[src/rtl/fetch_unit.sv]
// Instruction fetch unit: issues word-aligned fetch requests, tracks
// in-flight requests, buffers in-order responses for decode, and drops
// responses belonging to requests issued before a redirect.
module fetch_unit #(
    parameter logic [31:0] RESET_PC = 32'h0000_0000,
    parameter int          DEPTH    = 2
) (
    input  logic        clk,
    input  logic        rst,
    output logic        imem_req_valid,
    input  logic        imem_req_ready,
    output logic [31:0] imem_req_addr,
    input  logic        imem_resp_valid,
    input  logic [31:0] imem_resp_data,
    input  logic        redirect_valid,
    input  logic [31:0] redirect_pc,
    output logic        instr_valid,
    input  logic        instr_ready,
    output logic [31:0] instr,
    output logic [31:0] instr_pc
);
    localparam int CW = $clog2(DEPTH) + 1;
    localparam int PW = $clog2(DEPTH);

    logic [31:0]   fetch_pc;
    // address of the next non-stale response; responses return in order
    logic [31:0]   resp_pc;
    logic [CW-1:0] outstanding;
    logic [CW-1:0] drop_cnt;
    logic [CW-1:0] occupancy;
    logic [PW-1:0] head;
    logic [PW-1:0] tail;
    logic [31:0]   buf_data [DEPTH];
    logic [31:0]   buf_pc   [DEPTH];

    logic [CW:0]   inflight;
    logic [31:0]   redirect_tgt;
    logic          accept;
    logic          resp_take;
    logic          push;
    logic          pop;
    logic [CW-1:0] outstanding_nxt;

    function automatic logic [PW-1:0] ptr_next(input logic [PW-1:0] p);
        return (p == PW'(DEPTH - 1)) ? '0 : p + PW'(1);
    endfunction

    // request gating, response classification and buffer push/pop strobes
    always_comb begin
        inflight        = {1'b0, outstanding} + {1'b0, occupancy};
        redirect_tgt    = redirect_pc & 32'hFFFF_FFFC;
        imem_req_valid  = !rst && (int'(inflight) < DEPTH);
        imem_req_addr   = fetch_pc;
        accept          = imem_req_valid && imem_req_ready;
        resp_take       = imem_resp_valid && (outstanding != '0);
        push            = resp_take && (drop_cnt == '0) && !redirect_valid;
        instr_valid     = !rst && (occupancy != '0);
        pop             = instr_valid && instr_ready && !redirect_valid;
        outstanding_nxt = outstanding + CW'(accept) - CW'(resp_take);
        instr           = instr_valid ? buf_data[head] : '0;
        instr_pc        = instr_valid ? buf_pc[head]   : '0;
    end

    // fetch PC, in-flight/drop counters and instruction buffer state
    always_ff @(posedge clk) begin
        if (rst) begin
            fetch_pc    <= RESET_PC;
            resp_pc     <= RESET_PC;
            outstanding <= '0;
            drop_cnt    <= '0;
            occupancy   <= '0;
            head        <= '0;
            tail        <= '0;
            for (int i = 0; i < DEPTH; i++) begin
                buf_data[i] <= '0;
                buf_pc[i]   <= '0;
            end
        end else begin
            outstanding <= outstanding_nxt;
            if (redirect_valid) begin
                // everything still in flight after this edge is stale
                fetch_pc  <= redirect_tgt;
                resp_pc   <= redirect_tgt;
                drop_cnt  <= outstanding_nxt;
                occupancy <= '0;
                head      <= '0;
                tail      <= '0;
            end else begin
                if (accept) begin
                    fetch_pc <= fetch_pc + 32'd4;
                end
                if (resp_take && (drop_cnt != '0)) begin
                    drop_cnt <= drop_cnt - CW'(1);
                end
                if (push) begin
                    buf_data[tail] <= imem_resp_data;
                    buf_pc[tail]   <= resp_pc;
                    tail           <= ptr_next(tail);
                    resp_pc        <= resp_pc + 32'd4;
                end
                if (pop) begin
                    head <= ptr_next(head);
                end
                occupancy <= occupancy + CW'(push) - CW'(pop);
            end
        end
    end
endmodule

[config.mk]
export PLATFORM = sky130hd
export DESIGN_NAME = fetch_unit
export DESIGN_NICKNAME = d
export VERILOG_FILES = /design/src/rtl/fetch_unit.sv
export SDC_FILE = /design/constraint.sdc
export NUM_CORES = 1
export LEC_CHECK = 0
export CORE_UTILIZATION = 58
export CTS_BUF_LIST = sky130_fd_sc_hd__clkbuf_8 sky130_fd_sc_hd__clkbuf_16
export DETAILED_ROUTE_END_ITERATION = 6
export DONT_BUFFER_PORTS = 1
export PLACE_DENSITY = 0.88
export REMOVE_ABC_BUFFERS = 1
export SLEW_MARGIN = 20
export SYNTH_ARGS = -nofsm -noshare
export SYNTH_HDL_FRONTEND = slang
export SYNTH_SLANG_ARGS = --single-unit
[constraint.sdc]
create_clock -name clk -period 4.1 [get_ports clk]
set_clock_uncertainty 0.15 [all_clocks]
set_input_delay 0.205 -clock clk [delete_from_list [all_inputs] [get_ports clk]]
set_output_delay 0.205 -clock clk [all_outputs]
set_load 0.01 [all_outputs]
**Yosys cells after proc, flatten, opt, wreduce, memory -nomap -nowiden**

Memory sizes are Yosys's and may differ from the RTL's. A register that Yosys moved wholly into a read port is not among the register bits.
Index checks and enable logic that the tools add are counted.

- $add $sub $neg: 10
- Magnitude comparators: 1
- Muxes and demuxes: 26
- Reduce and logical (&&, ||, !) cells: 21

Operators with widths:

| operator | count |
|---|---|
| 32-bit two-way mux | 8 |
| 32-bit by 3-bit adder with 32-bit output, second input constant | 2 |
| 32-bit OR reduction | 2 |
| 1-bit two-way mux | 16 |
| 2-bit nonzero test | 6 |
| 1-bit logical AND | 9 |
| 2-bit by 1-bit adder with 2-bit output | 2 |
| 2-bit two-way mux | 2 |
| 2-bit by 1-bit subtractor with 2-bit output | 2 |
| 2-bit by 2-bit adder with 3-bit output | 1 |
| 3-bit by 2-bit less-than comparator with 1-bit output, second input constant | 1 |
| 1-bit adder, second input constant | 2 |
| 1-bit logical NOT | 2 |
| 2-bit logical NOT | 1 |
| 2-bit OR reduction | 1 |
| 2-bit by 1-bit subtractor with 2-bit output, second input constant | 1 |

- Register bits: 72
- Bits in writable memories: 128
- Input port bits: 70
- Output and inout bits: 98
- Logic and storage cells: 69
- Memories kept: 2

Memory list:

| memory | words | bits a word | rd ports | clocked after Yosys merged registers in | wr ports | RTL line | source |
|---|---|---|---|---|---|---|---|
| buf_data | 2 | 32 | 1 | 1 | 2 | 33 | `logic [31:0] buf_data [DEPTH];` |
| buf_pc | 2 | 32 | 1 | 1 | 2 | 34 | `logic [31:0] buf_pc [DEPTH];` |

**Logic depth before layout (Yosys ltp)**

- Word-level depth: 10
- Depth in mapped cells: 11
- Gate-level depth less buffers: 11

**Worst setup path after synthesis**

Ideal clock, no wire load.

- Path kind: flip-flop to flip-flop
- Start point: reg outstanding[1]
- End point: mem buf_data[0][0] (enable)
- Library setup time: 0.495 ns
- Arrival time: 3.768 ns
- Data required time: 3.455 ns
- Slack: -0.313 ns
- Cell stages (with the launch flop): 5
- Buffers on the path: 0
- Clock period less this slack: 4.413 ns
- Cells stage by stage: dfxtp_1 > o21ai_0 > inv_1 > nand3_1 > o21bai_1

RTL lines:

| item | RTL line | source |
|---|---|---|
| start: declaration | 28 | `logic [CW-1:0] outstanding;` |
| start signal: assignment | 79 | `outstanding <= outstanding_nxt;` |
| end: declaration | 33 |  |

**Worst setup path after layout**

- Start point: reg occupancy[0]
- End point: reg fetch_pc[31] (netlist: imem_req_addr[31])

- Longest elaborated chain between the ends: 5

RTL lines:

| item | RTL line | source |
|---|---|---|
| start: declaration | 30 | `logic [CW-1:0] occupancy;` |
| start signal: assignment | 104 | `occupancy <= occupancy + CW'(push) - CW'(pop);` |
| 2-bit by 2-bit adder with 3-bit output | 50 | `inflight = {1'b0, outstanding} + {1'b0, occupancy};` |
| 3-bit by 2-bit less-than comparator with 1-bit output | 52 | `imem_req_valid = !rst && (int'(inflight) < DEPTH);` |
| 1-bit logical AND | 52 |  |
| 1-bit logical AND | 54 | `accept = imem_req_valid && imem_req_ready;` |
| 2-bit nonzero test (no source line) | n/a |  |
| end signal: assignment | 82 | `fetch_pc <= redirect_tgt;` |
| end signal: assignment | 90 | `fetch_pc <= fetch_pc + 32'd4;` |
| end: declaration | 25 | `logic [31:0] fetch_pc;` |

No other way between the ends.
A chain may end at the register's enable or synchronous reset.

==> key figures <==
Layout
  – FILL cells: 1113
  – Highest-count cells in the layout ignoring fill and taps: 125 x and2_1, 124 x edfxtp_1, 81 x nor2_1
  – Antenna Cells: 0
  – Multi-input gate area: 0.00397 mm^2
  – Area grow syn2layout: 15.8%
  – Share of cells above drive strength 1: 0.0602
  – Util after Layout: 0.688
  – Commonest non-fill, non-tap cell in the layout: and2_1
  – Post-route cell area: 0.0109 mm^2
  – Nets@finish: 996
  – Seq. cell area: 0.00511 mm^2

Yosys
  – Synth Register Bits: between 150 and 200
  – Synthesized netlist cell count: 877
  – Post-synth top area cell: edfxtp_1
  – Synth async-reset ratio: 0
  – Warnings from Yosys: 0
  – Syn avg cell area: 10.7 um^2
  – Synthesized area: 0.00940 mm^2
  – Synth top area cells: edfxtp_1 40%, dfxtp_1 15%, and2_1 8.3%
  – Post-synth top area share: 0.396
  – Synth unique cells: 50
  – Seq/Total Area, Yosys: 0.543
  – Main flop type after synthesis: edfxtp_1
  – Number of synthesized flops with an enable pin: 124

Placement
  – Worst slack at placement: 0.782 ns
  – Dpl hpwl: between 10000 and 15000 um
  – Placer Congestion: 0.874
  – PortBufs: 0
  – Placed cell area: 0.00954 mm^2

Routing
  – DR iter-0 viols: approximately 650
  – DRC Markers: 0
  – Total iterations of the first detailed-routing run: 5
  – Routed wire per std cell: 19.2 um
  – Detail Route Antenna Nets: 0
  – Via Count: 6959
  – Avg Vias per Cell: 6.07
  – Drt total wl: 22000 um

Global routing
  – Number of global-route vias before repair: 6838
  – Initial antenna violation count: 0
  – Pin count of the biggest net entering global routing: 65
  – Total GRT Usage: 0.269
  – Wire length of the first global-routing pass: 34500 um
  – Gr ovfl total: 0

Run status
  – Status: complete, no violations

Floorplan
  – Cell Rows: 46
  – Die ar.: 0.0167 mm^2
  – Die height: 129 um
  – Chip Width: 129 um
  – CORE AREA: 0.0158 mm^2
  – Starting Density: 0.594
  – Io pins: 168

Setup path
  – Crit-path max FO: 8
  – CP max stage delay: 0.61 ns
  – Crit end category: register
  – CP arrival: 3.77 ns
  – WP data required: 4.28 ns
  – Type of origin of the critical path: register
  – Cells along the critical path: and2_1 -> fa_1 -> nor4b_4 -> inv_2 -> or4_4 -> or4_1 -> and4_1
  – Slowest CP cell: or4_4
  – Critical path type: reg -> reg

Job
  – Max-cap violations: 0

Clock network
  – CTS resizes: 0
  – CTS Sinks: ~190
  – CTS Buffer Depth: 2
  – Setup repair bufs after CTS: 0
  – Clock-pin slew on the worst setup and hold paths: ~0.07 ns
  – Post-CTS Hold Buffers: 69
  – CTS tree: built
  – H-tree depth: 4
  – TritonCTS buffer count: 17
  – Clock latency on the worst-skew pair: approximately 0.43 ns
  – CTS root buf: clkbuf_16

Timing
  – Final worst path period share: 0.876
  – RSZ-0062 raised after global routing: no
  – Worst slew pin tran: 1.09 ns
  – Max-slew headroom: 0.272
  – Setup ws final: a little over 0.5 ns
  – Fin. max-slew vios: 0
  – Hold Vio Cnt, Final: 0
  – Setup violators final: 0
  – Fmax: 0.279 GHz
  – Fin Setup TNS: 0 ns
  – Final worst path period need: 3.59 ns
  – Hold_ws: around 0.025 ns

Pwr
  – Leakage: roughly 0.0038 uW
  – PD cells: ~410 mW/mm^2
  – VDD IR max: 0.309 mV

Hold path
  – Worst Hold Class: in -> reg
## metal layers
metal | track usage | wire length [um] | share of wire | vias up
met2 | 0.461 | 10800 | 0.49 | 340
met4 | 0.114 | 546 | 0.025 | 0
li1 | - | - | - | 3259
met3 | 0.0557 | 1710 | 0.078 | 48
met1 | 0.331 | 8940 | 0.41 | 3312
met5 | 0 | 0 | 0 | -
## Yosys cell counts, types with 11 or more instances
cell,number
nand2_1,30
nor2_1,81
and4_1,13
xnor2_1,14
dfxtp_1,69
inv_1,30
xor2_1,11
nand4_1,15
mux2i_1,63
nor4_1,21
o21bai_1,15
a31oi_1,13
clkbuf_1,45
o21ai_0,12
a21oi_1,22
and2_1,125
o31a_1,16
nand3_1,16
edfxtp_1,124
nor3_1,25
a211oi_1,19
## worst max-delay path, delay by kind of cell (launching register included)
family,cells,cell delay [ns]
and+or+nand+nor,5,2.17
buffers and inverters,1,0.16
adders and majority gates,1,0.54
DFF,1,0.45
## power by group
group	total [uW]	switching, uW	internal (uW)
clock	1650	703	947
combinational	514	292	222
sequential	2350	127	2230
## logic make-up after synthesis
kind of cell / after synthesis / share of synthesized area
AND/OR/NAND/NOR: 363 / 0.216
flip-flops: 193 / 0.543
AO/OA/AOI/OAI: 133 / 0.0997
buffers and inverters: 91 / 0.0395
multiplexers: 63 / 0.0671
XOR/XNOR: 25 / 0.0233
adder cells (fa/ha/maj): 8 / 0.0114
other: 1 / 0.000399
## path summary, 6_finish.rpt
path / start / endpoint / slack [ns] / cells past startpoint
hold reg to reg: imem_req_addr[18] / imem_req_addr[18] / 0.44 / 2
setup / recovery: occupancy[0] / imem_req_addr[31] / 0.51 / 7
setup reg to reg: occupancy[0] / imem_req_addr[31] / 0.51 / 7
hold / removal: instr_ready / head / 0.03 / 3
## per-stage QoR
stage / total power, uW / std cells
after CTS: 4500 / 1146
after floorplan: 2680 / 821
after global routing: 4670 / 1147
final: 4520 / 1147
after global placement: 2770 / 1045
after detailed placement: 2800 / 1045
## cell type report
class	count	area share
clock buffers	23	0.0508
clock inverters	9	0.00448
inverters	32	0.0110
multi-input cells	596	0.365
flip-flops and latches	193	0.469
well taps	216	0.0248
repair buffers	78	0.0751
## registers in the layout (all words and copies together), names as in the netlist, named ones only
signal and cells:
head 1, tail 1, occupancy 2, resp_pc 30, buf_data 64, outstanding 2
imem_req_addr 30, drop_cnt 2, buf_pc 60
Power figures use the tool's default switching activity.
